==> config.mk <==
export PLATFORM = sky130hd
export DESIGN_NAME = raymarch_frame_scheduler_flat
export DESIGN_NICKNAME = d
export VERILOG_FILES = /design/src/rtl/raymarch_frame_scheduler_if.sv /design/src/rtl/raymarch_frame_scheduler.sv /design/src/flat_wrapper.sv
export SDC_FILE = /design/constraint.sdc
export NUM_CORES = 2
export LEC_CHECK = 0
export BUFFER_PORTS_ARGS = -buffer_cell sky130_fd_sc_hd__buf_4
export CORE_AREA = 2 2 458 460
export CTS_CLUSTER_SIZE = 14
export DETAILED_ROUTE_END_ITERATION = 10
export DIE_AREA = 0 0 460 462
export PLACE_DENSITY_LB_ADDON = 0.15
export REMOVE_ABC_BUFFERS = 1
export SLEW_MARGIN = 20
export SYNTH_ARGS = -nofsm -noshare
export SYNTH_HDL_FRONTEND = slang
export SYNTH_SLANG_ARGS = --single-unit
==> constraint.sdc <==
create_clock -name clk -period 4.6 [get_ports clk]
set_clock_uncertainty 0.15 [all_clocks]
set_input_delay 1.15 -clock clk [delete_from_list [all_inputs] [get_ports clk]]
set_output_delay 1.15 -clock clk [all_outputs]
set_load 0.1 [all_outputs]
==> src/rtl/raymarch_frame_scheduler_if.sv <==
// Raymarcher issue/return channel and frame-buffer write channel of the frame scheduler.
interface raymarch_frame_scheduler_if #(
  parameter int ADDR_W = 19
);
  logic [9:0]        pix_x;
  logic [9:0]        pix_y;
  logic              pix_valid;
  logic [23:0]       rm_rgb;
  logic [ADDR_W-1:0] fb_addr;
  logic [23:0]       fb_data;
  logic              fb_valid;
  logic              fb_ready;

  modport master (
    output pix_x, pix_y, pix_valid, fb_addr, fb_data, fb_valid,
    input  rm_rgb, fb_ready
  );

  modport slave (
    input  pix_x, pix_y, pix_valid, fb_addr, fb_data, fb_valid,
    output rm_rgb, fb_ready
  );
endinterface

==> src/rtl/raymarch_frame_scheduler.sv <==
// Credit-based frame scheduler feeding a fixed-latency raymarcher and draining results to a frame buffer.
// Define RAYMARCH_SCHED_PERF_EN to add the frame_cycles busy-cycle counter output.
module raymarch_frame_scheduler #(
  parameter int SCREEN_WIDTH  = 640,
  parameter int SCREEN_HEIGHT = 480,
  parameter int PIPE_LATENCY  = 100,
  parameter int FIFO_DEPTH    = 128,
  parameter int ADDR_W        = 19
) (
  input  logic        clk,
  input  logic        rst_n,
  input  logic        frame_start,
  output logic        busy,
  output logic        frame_done,
`ifdef RAYMARCH_SCHED_PERF_EN
  output logic [31:0] frame_cycles,
`endif
  raymarch_frame_scheduler_if.master bus
);

  localparam int PTR_W = $clog2(FIFO_DEPTH);
  localparam int PW    = PTR_W + 1;
  localparam int CNT_W = $clog2(FIFO_DEPTH + 1);
  localparam logic [9:0] X_LAST = 10'(SCREEN_WIDTH - 1);
  localparam logic [9:0] Y_LAST = 10'(SCREEN_HEIGHT - 1);

  typedef enum logic [1:0] {S_IDLE, S_RUN, S_DRAIN} state_t;

  state_t                  state_q, state_d;
  logic [9:0]              x_q, x_d;
  logic [9:0]              y_q, y_d;
  logic [CNT_W-1:0]        outstanding_q, outstanding_d;
  logic [PIPE_LATENCY-1:0] valid_dl_q, valid_dl_d;
  logic [PW-1:0]           wr_ptr_q, wr_ptr_d;
  logic [PW-1:0]           rd_ptr_q, rd_ptr_d;
  logic [ADDR_W-1:0]       fb_addr_q, fb_addr_d;
  logic                    frame_done_q, frame_done_d;
  logic [23:0]             fifo_mem [FIFO_DEPTH];

  logic issue, push, pop, fifo_empty, last_pix;

  // Credits cover both in-flight samples and FIFO contents, so a push can never find the FIFO full.
  assign issue      = (state_q == S_RUN) && (outstanding_q < CNT_W'(FIFO_DEPTH));
  assign push       = valid_dl_q[PIPE_LATENCY-1];
  assign fifo_empty = (wr_ptr_q == rd_ptr_q);
  assign pop        = !fifo_empty && bus.fb_ready;
  assign last_pix   = (x_q == X_LAST) && (y_q == Y_LAST);

  assign busy          = (state_q != S_IDLE);
  assign frame_done    = frame_done_q;
  assign bus.pix_x     = x_q;
  assign bus.pix_y     = y_q;
  assign bus.pix_valid = issue;
  assign bus.fb_addr   = fb_addr_q;
  assign bus.fb_data   = fifo_mem[rd_ptr_q[PTR_W-1:0]];
  assign bus.fb_valid  = !fifo_empty;

  always_comb begin
    state_d       = state_q;
    x_d           = x_q;
    y_d           = y_q;
    outstanding_d = outstanding_q;
    valid_dl_d    = (valid_dl_q << 1) | PIPE_LATENCY'(issue);
    wr_ptr_d      = wr_ptr_q + PW'(push);
    rd_ptr_d      = rd_ptr_q + PW'(pop);
    fb_addr_d     = fb_addr_q + ADDR_W'(pop);
    frame_done_d  = 1'b0;

    case ({issue, pop})
      2'b10:   outstanding_d = outstanding_q + CNT_W'(1);
      2'b01:   outstanding_d = outstanding_q - CNT_W'(1);
      default: outstanding_d = outstanding_q;
    endcase

    if (issue) begin
      if (x_q == X_LAST) begin
        x_d = '0;
        y_d = last_pix ? '0 : y_q + 10'd1;
      end else begin
        x_d = x_q + 10'd1;
      end
    end

    case (state_q)
      S_IDLE: begin
        if (frame_start) begin
          state_d   = S_RUN;
          x_d       = '0;
          y_d       = '0;
          fb_addr_d = '0;
        end
      end
      S_RUN: begin
        if (issue && last_pix) state_d = S_DRAIN;
      end
      S_DRAIN: begin
        // Leave as the final write completes so frame_done lines up with the first idle cycle.
        if (outstanding_d == '0) begin
          state_d      = S_IDLE;
          frame_done_d = 1'b1;
        end
      end
      default: state_d = S_IDLE;
    endcase
  end

  always_ff @(posedge clk) begin
    if (!rst_n) begin
      state_q       <= S_IDLE;
      x_q           <= '0;
      y_q           <= '0;
      outstanding_q <= '0;
      valid_dl_q    <= '0;
      wr_ptr_q      <= '0;
      rd_ptr_q      <= '0;
      fb_addr_q     <= '0;
      frame_done_q  <= 1'b0;
    end else begin
      state_q       <= state_d;
      x_q           <= x_d;
      y_q           <= y_d;
      outstanding_q <= outstanding_d;
      valid_dl_q    <= valid_dl_d;
      wr_ptr_q      <= wr_ptr_d;
      rd_ptr_q      <= rd_ptr_d;
      fb_addr_q     <= fb_addr_d;
      frame_done_q  <= frame_done_d;
    end
  end

  always_ff @(posedge clk) begin
    if (push) fifo_mem[wr_ptr_q[PTR_W-1:0]] <= bus.rm_rgb;
  end

`ifdef RAYMARCH_SCHED_PERF_EN
  logic [31:0] cycles_q, cycles_d;

  always_comb begin
    cycles_d = cycles_q;
    if (state_q == S_IDLE && frame_start) begin
      cycles_d = '0;
    end else if (busy && cycles_q != 32'hFFFF_FFFF) begin
      cycles_d = cycles_q + 32'd1;
    end
  end

  always_ff @(posedge clk) begin
    if (!rst_n) cycles_q <= '0;
    else        cycles_q <= cycles_d;
  end

  assign frame_cycles = cycles_q;
`endif

endmodule

==> src/flat_wrapper.sv <==
// flat-port wrapper written by rule: the top's interface ports become plain ports
module raymarch_frame_scheduler_flat 
#(
  parameter int SCREEN_WIDTH  = 640,
  parameter int SCREEN_HEIGHT = 480,
  parameter int PIPE_LATENCY  = 100,
  parameter int FIFO_DEPTH    = 128,
  parameter int ADDR_W        = 19
)
  (clk, rst_n, frame_start, busy, frame_done, bus_pix_x, bus_pix_y, bus_pix_valid, bus_fb_addr, bus_fb_data, bus_fb_valid, bus_rm_rgb, bus_fb_ready);
  raymarch_frame_scheduler_if #(.ADDR_W(ADDR_W)) bus_i ();
  input  logic clk;
  input  logic rst_n;
  input  logic frame_start;
  output logic busy;
  output logic frame_done;
  output wire logic [$bits(bus_i.pix_x)-1:0] bus_pix_x;
  output wire logic [$bits(bus_i.pix_y)-1:0] bus_pix_y;
  output wire logic [$bits(bus_i.pix_valid)-1:0] bus_pix_valid;
  output wire logic [$bits(bus_i.fb_addr)-1:0] bus_fb_addr;
  output wire logic [$bits(bus_i.fb_data)-1:0] bus_fb_data;
  output wire logic [$bits(bus_i.fb_valid)-1:0] bus_fb_valid;
  input wire logic [$bits(bus_i.rm_rgb)-1:0] bus_rm_rgb;
  input wire logic [$bits(bus_i.fb_ready)-1:0] bus_fb_ready;
  assign bus_pix_x = bus_i.pix_x;
  assign bus_pix_y = bus_i.pix_y;
  assign bus_pix_valid = bus_i.pix_valid;
  assign bus_fb_addr = bus_i.fb_addr;
  assign bus_fb_data = bus_i.fb_data;
  assign bus_fb_valid = bus_i.fb_valid;
  assign bus_i.rm_rgb = bus_rm_rgb;
  assign bus_i.fb_ready = bus_fb_ready;
  raymarch_frame_scheduler #(.SCREEN_WIDTH(SCREEN_WIDTH), .SCREEN_HEIGHT(SCREEN_HEIGHT), .PIPE_LATENCY(PIPE_LATENCY), .FIFO_DEPTH(FIFO_DEPTH), .ADDR_W(ADDR_W)) u_core (.clk(clk), .rst_n(rst_n), .frame_start(frame_start), .busy(busy), .frame_done(frame_done), .bus(bus_i));
endmodule
==> flow_summary.toml <==
[worst_setup_path]
cp-end-kind = "output pin"
max_stage_delay_ps = 500
slowest_stage = "dfxtp_4"
critPathKind = "reg -> out"
crit_top_cell = "buf_12"
crit_fanout = 24
start_kind = "flop"
r2r_start = "u_core.rd_ptr_q[3]"
crit_chain = "buf_12 > buf_12 > mux4_2 > mux4_2 > nor2_2 > nor2_1 > buf_4 > o21ai_4 > buf_6 > nand4_1 > buf_12"
cp_data_required_time_ps = 3300
crit_start = "u_core.rd_ptr_q[1]"
worstPathArrival_ps = 4080

[floorplanning]
die_y_microns = 462
ios = 95
start_util = 0.596
core_area_sq_mm = 0.208
rows = 168
dieArea_sq_mm = 0.213
die_w_microns = 460

[sta]
slew_headroom = 0.206
slew_viol_final = 0
period_needed_ps = 5380
worst_pin_slew_ps = 1190
finalHoldViolCount = 0
worst_slack_ps = -785
rsz0062_at_grt = "true"
setup_viol_count_final = 24
fmax_mhz = 186
period_share = 1.17

[final_layout]
final_cells = 9609
regArea_sq_mm = 0.0956
area_delta_synth_final_pct = 18.0
n_fill_cell = 12300
multiInputGateArea_sq_mm = 0.0283
drive_above_1_share = 0.348
num-nets-final = 6693

[clocking]
hold_buffers = 0
ctsHtreeMaxLevel = 5
cts_sinks = 3238
cts_root_buf = "clkbuf_16"
cts_made_buffers = 332
ctsLongestPathBuffers = 4
cts_tree = "yes"
clock_latency_ps = 960
path_clk_slew_ps = 60

[hold_path]
min_path_type = "reg -> reg"
hold_start = "u_core.valid_dl_q[43]"

[global_route]
grtUsageTotal = 0.324
grt_max_degree = 129
grt_pass1_vias = 63700
antenna_found_initial = 10
overflow = 0
grt_pass1_wl_microns = 478000

[drt]
drc = 0
wire_per_inst_microns = 35.5
vias = 65300
drt_iter0_drc = 9791
drt_first_pass_iters = 8
ant_nets = 0
avgViaCountPerCell = 6.79
drt_wl_total_microns = 341000

[yosys]
synth_top_area_share = 0.744
avgSynthCellArea_sq_um = 21.4
ys_seq_elements = 3238
ys.flop_type = "edfxtp_1"
seq_area_frac_synth = 0.771
yosysTopAreaCell = "edfxtp_1"
ys_warn_count = 0
synth.distinct_cells = 69
netlist_top_cells_area = "edfxtp_1, mux4_2, dfxtp_1"
synth_cells = 5787
netlist_area_sq_mm = 0.124
synthArstFlopShare = 0
synth-edff-count = 3072

[placement]
dp_slack_ps = -689
place_inst = 8891
place_hpwl_microns = 196000
port_buffers = 94
gp_congestion = 0.906

[run_status]
failed_checks = "setup timing"
status = "finished, violations left"

[power]
power_density_mw_per_mm2 = 397
total_leakage_power_nw = 46.2
ir_drop_mv = 0.404

[job]
max_cap_viol_count = 0
[per-stage QoR]
step | cell area (sq um) | util | power [mW] | hold slack, ps | setup TNS [ps]
CTS | 145000 | 0.699 | 58.2 | 282 | -16900
finish | 146000 | 0.703 | 58.0 | 279 | -15860
global route | 146000 | 0.703 | 59.4 | 291 | -17220
floorplan | 122000 | - | 32.9 | 262 | -1883810
global placement | 133000 | 0.637 | 33.4 | 265 | -3950
detailed placement | 133000 | 0.637 | 33.5 | 268 | -3990
[cells by family (layout without fill, tap and decap cells)]
| logic type | Yosys count | in the layout | synth area share |
|---|---|---|---|
| AO/OA/AOI/OAI | 457 | 457 | 0.0250 |
| XOR/XNOR | 49 | 49 | 0.00346 |
| adder cells (fa/ha/maj) | 16 | 16 | 0.00168 |
| buffers and inverters | 335 | 1435 | 0.0143 |
| flip-flops | 3238 | 3238 | 0.771 |
| multiplexers | 970 | 970 | 0.157 |
| other | 0 | 2 | 0 |
| AND/OR/NAND/NOR | 722 | 722 | 0.0279 |
[per-layer routing]
metal	GRT usage	vias up	part of all wire
met5	0	-	0.000038
met4	0.127	2	0.043
met3	0.0716	607	0.12
met2	0.496	4311	0.47
met1	0.464	34500	0.37
li1	-	25800	-
[cells in the final DEF, fill, tap and decap left out, drive strengths merged, types with 7 or more instances in the layout]
cell type,netlist,routed
o221ai,10,10
and3,17,17
o22ai,29,29
inv,16,18
a31oi,36,36
clkbuf,133,438
edfxtp,3072,3072
a221oi,30,30
mux4,771,771
xnor2,12,12
nor2,200,200
dfxtp,166,166
nand4,18,18
nor2b,43,43
a21oi,107,107
bufbuf,0,9
clkinv,1,121
nor4,7,7
o211ai,7,7
mux2i,156,156
mux2,43,43
a211oi,62,62
nand2b,10,10
xor2,37,37
buf,185,833
o21a,8,8
nand3,40,40
bufinv,0,13
o21ai,59,59
ha,15,15
and2,132,132
nor3,24,24
nand2,203,203
a2111oi,15,15
a22oi,32,32
a311oi,22,22
or3,10,10
[timing repair]
action	in CTS	in global routing
resized for setup	292	110
setup endpoints to repair	24	25
buffers inserted	95	36
cloned	17	4
pin swaps	39	44
[sequential cells by signal, summed over array words and instances (netlist names)]
signal / cells
u_core.outstanding_q: 8
u_core.state_q: 2
u_core.bus.pix_y: 10
u_core.fifo_mem: 3072
u_core.rd_ptr_q: 8
u_core.wr_ptr_q: 8
u_core.bus.pix_x: 10
u_core.valid_dl_q: 100
u_core.bus.fb_addr: 19
u_core.frame_done: 1
[critical path, delay by kind of cell, from the launching register on]
family          cells  cell delay [ps]
flops               1              500
compound gates      1              130
simple gates        3              550
mux                 2              810
buf+inv             5             1090
[Yosys cell counts (all sizes together), types with 5 or more instances]
master,count
o21a,8
dfxtp,166
a221oi,30
a21oi,107
inv,16
a211oi,62
o22ai,29
mux2i,156
o21ai,59
nand2b,10
a311o,5
or3,10
nand4,18
clkbuf,133
a31oi,36
mux4,771
nor4,7
buf,185
nand3,40
o211ai,7
a311oi,22
a32oi,5
xnor2,12
mux2,43
and2,132
nand2,203
a22oi,32
nor2,200
o221ai,10
nor2b,43
ha,15
xor2,37
and3,17
a2111oi,15
edfxtp,3072
nor3,24
[power breakdown]
group	leakage, nW	switching (mW)	internal, mW
combinational	12.4	0.559	0.0678
clock	4.87	10.8	14.4
sequential	28.9	0.00476	32.2
[final timing paths]
path                      endpoint  slack [ps]  cells after the start
max reg2reg      u_core.frame_done         130                     15
min reg2reg  u_core.valid_dl_q[44]         280                      1
min          u_core.valid_dl_q[44]         280                      1
max                 bus_fb_data[0]        -780                     11
[final cells by class]
type | instances | area share
Sequential cell | 3238 | 0.654
Multi-Input combinational cell | 2214 | 0.193
Clock buffer | 434 | 0.0613
Timing Repair Buffer | 846 | 0.0612
Tap cell | 2720 | 0.0233
Clock inverter | 138 | 0.00659
Inverter | 17 | 0.000471
Antenna cell | 2 | 0.0000342
Note: power is estimated with default switching activity, not from simulation.
